--- config.mk ---
export PLATFORM = sky130hd
export DESIGN_NAME = io_out_capture
export DESIGN_NICKNAME = d
export VERILOG_FILES = /design/src/rtl/bit16_pkg.sv /design/src/rtl/io_out_capture_fifo.sv /design/src/rtl/io_out_capture.sv
export SDC_FILE = /design/constraint.sdc
export NUM_CORES = 1
export LEC_CHECK = 0
export ABC_AREA = 1
export CAP_MARGIN = 20
export CELL_PAD_IN_SITES_DETAIL_PLACEMENT = 0
export CELL_PAD_IN_SITES_GLOBAL_PLACEMENT = 2
export CORE_UTILIZATION = 30
export CTS_CLUSTER_DIAMETER = 100
export DETAILED_ROUTE_END_ITERATION = 12
export PLACE_DENSITY_LB_ADDON = 0.2
export SLEW_MARGIN = 20
export SYNTH_ARGS = -nofsm -noshare
export SYNTH_HDL_FRONTEND = slang
export SYNTH_HIERARCHICAL = 1
export SYNTH_SLANG_ARGS = --single-unit
export TNS_END_PERCENT = 1
--- constraint.sdc ---
create_clock -name clk -period 11.3 [get_ports clk]
set_input_delay 2.26 -clock clk [delete_from_list [all_inputs] [get_ports clk]]
set_output_delay 2.26 -clock clk [all_outputs]
set_load 0.005 [all_outputs]
--- src/rtl/bit16_pkg.sv ---
// Shared definitions for blocks that sit on the bit16 core's io_out bus.
package bit16_pkg;

  localparam int IO_W     = 16;
  localparam int CAP_TS_W = 16;

  typedef struct packed {
    logic [IO_W-1:0]     data;
    logic [CAP_TS_W-1:0] ts;
  } cap_entry_t;

endpackage

--- src/rtl/io_out_capture_fifo.sv ---
// Synchronous circular-buffer FIFO with registered level/full/empty and a head
// output that reads zero while empty.
module sync_fifo #(
  parameter int W     = 32,
  parameter int DEPTH = 8,
  localparam int AW   = $clog2(DEPTH),
  localparam int LW   = AW + 1
) (
  input  logic          clk,
  input  logic          rst,
  input  logic          push,
  input  logic          pop,
  input  logic [W-1:0]  wdata,
  output logic [W-1:0]  rdata,
  output logic          full,
  output logic          empty,
  output logic [LW-1:0] level
);

  logic [W-1:0]  mem [DEPTH];
  logic [AW-1:0] rd_q, rd_d;
  logic [AW-1:0] wr_q, wr_d;
  logic [LW-1:0] level_q, level_d;
  logic          full_q, empty_q;
  logic          do_push, do_pop;

  // A push into a full buffer is only legal when the head leaves in the same edge.
  assign do_pop  = pop && !empty_q;
  assign do_push = push && (!full_q || do_pop);

  always_comb begin
    rd_d    = rd_q;
    wr_d    = wr_q;
    level_d = level_q;
    if (do_pop) begin
      rd_d = rd_q + AW'(1);
    end
    if (do_push) begin
      wr_d = wr_q + AW'(1);
    end
    if (do_push && !do_pop) begin
      level_d = level_q + LW'(1);
    end else if (do_pop && !do_push) begin
      level_d = level_q - LW'(1);
    end
  end

  always_ff @(posedge clk) begin
    if (!rst) begin
      rd_q    <= '0;
      wr_q    <= '0;
      level_q <= '0;
      full_q  <= 1'b0;
      empty_q <= 1'b1;
    end else begin
      rd_q    <= rd_d;
      wr_q    <= wr_d;
      level_q <= level_d;
      full_q  <= (level_d == LW'(DEPTH));
      empty_q <= (level_d == '0);
    end
  end

  // Storage carries no reset; the pointers alone define what is valid.
  always_ff @(posedge clk) begin
    if (do_push) begin
      mem[wr_q] <= wdata;
    end
  end

  assign rdata = empty_q ? '0 : mem[rd_q];
  assign full  = full_q;
  assign empty = empty_q;
  assign level = level_q;

endmodule

--- src/rtl/io_out_capture.sv ---
// Captures each new io_out value from the bit16 core with a cycle timestamp and
// streams the tagged samples out of a small FIFO over valid/ready.
module io_out_capture
  import bit16_pkg::*;
#(
  parameter int DEPTH  = 8,
  parameter int TS_W   = 16,
  parameter int DROP_W = 8,
  localparam int LW    = $clog2(DEPTH) + 1
) (
  input  logic              clk,
  input  logic              rst,
  input  logic [IO_W-1:0]   io_out,
  input  logic              cap_en,
  input  logic              clr_ovf,
  output logic              m_valid,
  input  logic              m_ready,
  output logic [IO_W-1:0]   m_data,
  output logic [TS_W-1:0]   m_ts,
  output logic [LW-1:0]     level,
  output logic              ovf,
  output logic [DROP_W-1:0] drop_cnt
);

  typedef struct packed {
    logic [IO_W-1:0] data;
    logic [TS_W-1:0] ts;
  } entry_t;

  logic [TS_W-1:0]   ts_q, ts_d;
  logic [IO_W-1:0]   prev_q, prev_d;
  logic              ovf_q, ovf_d;
  logic [DROP_W-1:0] drop_q, drop_d;

  logic   cap, pop, drop, push;
  logic   fifo_full, fifo_empty;
  entry_t wr_entry, rd_entry;

  function automatic logic [DROP_W-1:0] sat_inc(input logic [DROP_W-1:0] v);
    return (v == '1) ? v : v + DROP_W'(1);
  endfunction

  // Change detection compares against last cycle's bus even while capture is disabled.
  assign cap  = cap_en && (io_out != prev_q);
  assign pop  = m_valid && m_ready;
  assign drop = cap && fifo_full && !pop;
  assign push = cap && !drop;

  assign wr_entry = '{data: io_out, ts: ts_q};

  always_comb begin
    ts_d   = ts_q + TS_W'(1);
    prev_d = io_out;
    ovf_d  = ovf_q;
    drop_d = drop_q;
    if (drop) begin
      ovf_d  = 1'b1;
      drop_d = clr_ovf ? DROP_W'(1) : sat_inc(drop_q);
    end else if (clr_ovf) begin
      ovf_d  = 1'b0;
      drop_d = '0;
    end
  end

  always_ff @(posedge clk) begin
    if (!rst) begin
      ts_q   <= '0;
      prev_q <= '0;
      ovf_q  <= 1'b0;
      drop_q <= '0;
    end else begin
      ts_q   <= ts_d;
      prev_q <= prev_d;
      ovf_q  <= ovf_d;
      drop_q <= drop_d;
    end
  end

  sync_fifo #(
    .W     (IO_W + TS_W),
    .DEPTH (DEPTH)
  ) u_fifo (
    .clk   (clk),
    .rst   (rst),
    .push  (push),
    .pop   (pop),
    .wdata (wr_entry),
    .rdata (rd_entry),
    .full  (fifo_full),
    .empty (fifo_empty),
    .level (level)
  );

  assign m_valid  = !fifo_empty;
  assign m_data   = rd_entry.data;
  assign m_ts     = rd_entry.ts;
  assign ovf      = ovf_q;
  assign drop_cnt = drop_q;

endmodule

==> run_results.csv <==
group,metric,value,unit
clocking,clock_latency,530,ps
synthesis,synth_cells,1140,
global_routing,overflow,0,
clocking,cts_buffers,36,
clocking,cts_root_buffer,"clkbuf_16",
synthesis,synthSimpleGateAreaFrac,13.1,%
detailed_routing,wire_per_inst,17.1,µm
floorplan,fp.coreArea,41900,µm²
power_and_ir_drop,clkPwrFrac,40.1,%
synthesis,syn-cell-area,12800,µm²
detailed_routing,dr.pass1.iters,4,
sta,finalSetupTns,0,ps
critical_path,crit_slowest_cell,"buf_4",
finish,design_area,15200,µm²
detailed_routing,dr_total_vias,8064,
clocking,ctsHtreeMaxLevel,2,
critical_path,crit_chain,"inv_2 -> buf_4 -> o21ai_0 -> o21ai_0 -> o21ai_0 -> nor2_1 -> clkdlybuf4s50_1",
place,hpwlAfterDp,16.6,mm
sta,rsz0062_at_grt,"no",
clocking,clockBufferDepth,3,
finish,fin_nets,1233,
detailed_routing,ant_nets,0,
synthesis,synth_top_family_by_area,"simple AND/OR/NAND/NOR gates",
critical_path,critPathTopFamily,"buffers and inverters",
power_and_ir_drop,p_comb_share,14.1,%
clocking,cts.reportedPaths.clkPinSlew,60,ps
global_routing,first_global_vias,8030,
sta,relSlewSlack,43.8,%
power_and_ir_drop,seqPwrFrac,45.8,%
place,placed_area,14000,µm²
synthesis,synthFlopType,"edfxtp_1",
synthesis,synth_mux_area_share,2.51,%
synthesis,synthAdderAreaFrac,0.587,%
critical_path,path_class,"reg -> out",
synthesis,ys_seq_area_share,68.9,%
detailed_routing,viasPerCell,4.55,
critical_path,arrival,3680,ps
detailed_routing,initialDrtViolationCount,447,
critical_path,cp_max_fo,63,
synthesis,ys_ff_latch,312,
synthesis,synth_area_leaders,"edfxtp_1, dfxtp_1, nor2_1",
clocking,cts_tree,"built",
synthesis,yosysWarnings,6,
finish,antennaDiodeCount,0,
place,gp_congestion,0.712,
sta,drv_slew,0,
power_and_ir_drop,pwr_density_cell,194,nW/µm²
sta,report.final.setup_viol,0,
synthesis,synth_edf_count,256,
clocking,cts_setup_buffers,0,
sta,skew,20.1,ps
sta,fmax,168,MHz
floorplan,start_util,30.5,%
power_and_ir_drop,p_switching,0.746,mW
place,numPortBuffers,66,
synthesis,netlist.area_leader.share,60.2,%
power_and_ir_drop,p_int,2.20,mW
finish,fillers,4025,
critical_path,critPathBufInv,3,
floorplan,die_h,208,µm
job,maxCapViolCount,0,
clocking,cts-resized-gates,0,
synthesis,ys_async_sr_fraction,0,%
outcome,outcome,"finished, final reports clean",
clocking,cts_hold_buf,0,
global_routing,grt_max_degree,78,
synthesis,synth_cell_types,32,
sta,min_period,5940,ps
floorplan,ios,67,
synthesis,synth_nets,1167,
power_and_ir_drop,switching_share,25.3,%
synthesis,synth_compound_area_share,9.34,%
critical_path,crit_top_cell,"o21ai_0",
finish,syn_to_final_growth,19.0,%
sta,post-route-period-util,52.6,%
sta,final_hold_viol_count,0,
floorplan,rows,75,
clocking,cts_sinks,312,
global_routing,grt_first_pass_wirelength,47.3,mm
global_routing,track_usage,14.2,%
detailed_routing,drc,0,
sta,tightestPinTransition,844,ps
power_and_ir_drop,ir_worst_vdd,0.0808,mV
power_and_ir_drop,cellLeakagePower,5.35,nW
finish,drive_gt1_share,8.02,%
critical_path,slowest_delay,720,ps
global_routing,antenna_found_initial,0,
sta,whs,467,ps
floorplan,dieArea,43400,µm²
detailed_routing,totalWireLength,30.3,mm
synthesis,synth.avg_cell_area,11.2,µm²
min_path,hold_class,"reg -> reg",
critical_path,end_kind,"output port",
critical_path,startpoint_type,"register",
synthesis,synthXorXnorAreaFrac,0.548,%
synthesis,synth_top_cell_by_area,"edfxtp_1",
floorplan,fp.dieW,208,µm
critical_path,critPathRequiredTime,9040,ps
==> layout by cell type, fill, tap and decap left out, types with 7 or more instances in the layout <==
cell type        count
o21ai_0            156
inv_1               83
clkdlybuf4s50_1     66
clkinv_2             9
nor2_1             250
a21oi_1             22
clkbuf_8             7
dfxtp_1             54
nand3_1             24
o21ai_1             19
edfxtp_1           256
clkbuf_16           38
nor2_4              10
o22ai_1             32
nand2_1            111
buf_4               15
mux2i_1             32
==> per-stage QoR <==
stage / total power [mW] / setup WS, ps / util [%] / cells
after floorplan: 1.61 / 6110 / - / 1140
after global placement: 1.80 / 5350 / 33.3 / 1707
after detailed placement: 1.80 / 5240 / 33.3 / 1707
after CTS: 2.99 / 5290 / 36.3 / 1773
after global routing: 3.09 / 5100 / 36.3 / 1773
final: 2.95 / 5360 / 36.3 / 1773
==> power groups by stage <==
stage / combinational (mW) / sequential, mW / clock (mW)
detailed placement: 0.426 / 1.37 / 0
global placement: 0.430 / 1.37 / 0
floorplan: 0.256 / 1.35 / 0
global route: 0.473 / 1.36 / 1.26
CTS: 0.429 / 1.35 / 1.22
finish: 0.417 / 1.35 / 1.18
==> final cells by class <==
| class | instances | area (µm²) | area share (%) |
|---|---|---|---|
| Sequential cell | 312 | 8820 | 58.0 |
| Multi-Input combinational cell | 690 | 3400 | 22.3 |
| Clock buffer | 51 | 1070 | 7.03 |
| Timing Repair Buffer | 81 | 773 | 5.08 |
| Tap cell | 539 | 674 | 4.43 |
| Inverter | 85 | 319 | 2.10 |
| Clock inverter | 15 | 159 | 1.04 |
==> final timing paths <==
| path | startpoint | to | slack [ps] | cells after the start |
|---|---|---|---|---|
| min reg2reg | u_fifo/rd_q[2]$_SDFFE_PN0P_ | u_fifo/rd_q[2]$_SDFFE_PN0P_ | 470 | 2 |
| max | register | m_data[11] | 5360 | 7 |
| min | u_fifo/rd_q[2]$_SDFFE_PN0P_ | u_fifo/rd_q[2]$_SDFFE_PN0P_ | 470 | 2 |
| max reg2reg | u_fifo/empty$_SDFF_PN1_ | u_fifo/mem[7][26]$_DFFE_PP_ | 7900 | 8 |
==> tightest hold or removal path: stages (launching register included) <==
cell	delay [ps]
dfxtp_1	310
inv_1	50
a21oi_1	60
==> sequential cells by signal, summed over array words and instances, names as in the netlist, named ones only <==
signal	flops
u_fifo/mem	256
u_fifo/wr_q	3
drop_cnt	8
u_fifo/full	1
ovf	1
prev_q	16
ts_q	16
u_fifo/rd_q	3
u_fifo/level	4
u_fifo/empty	1
==> synth_stat cells (2+ instances only) <==
library cell and instances:
a21oi_1 22, buf_12 3, buf_2 13, buf_4 4, buf_6 4, clkbuf_1 25, clkbuf_2 4, dfxtp_1 56
edfxtp_1 256, ha_1 6, inv_1 83, inv_2 2, mux2i_1 32, nand2_1 111, nand3_1 24, nand3_2 5
nand4_2 2, nor2_1 258, nor2_2 2, nor2_4 2, nor3_1 5, o21ai_0 156, o21ai_1 19, o22ai_1 32
xnor2_1 2, xor2_1 6
==> layer usage <==
layer  GRT usage, %  part of all wire (%)  vias up
met5              0                     0        -
met4           3.93                   1.8        0
met3           2.42                   3.8       44
met2           23.1                    46      123
li1               -                     -     4065
met1           19.4                    49     3832
==> cells by family after synthesis <==
group,Yosys count
compound gates,230
simple gates,414
xor+xnor,8
fa+ha+maj,6
flops,312
buf+inv,138
mux,32
Power figures use the tool's default switching activity.
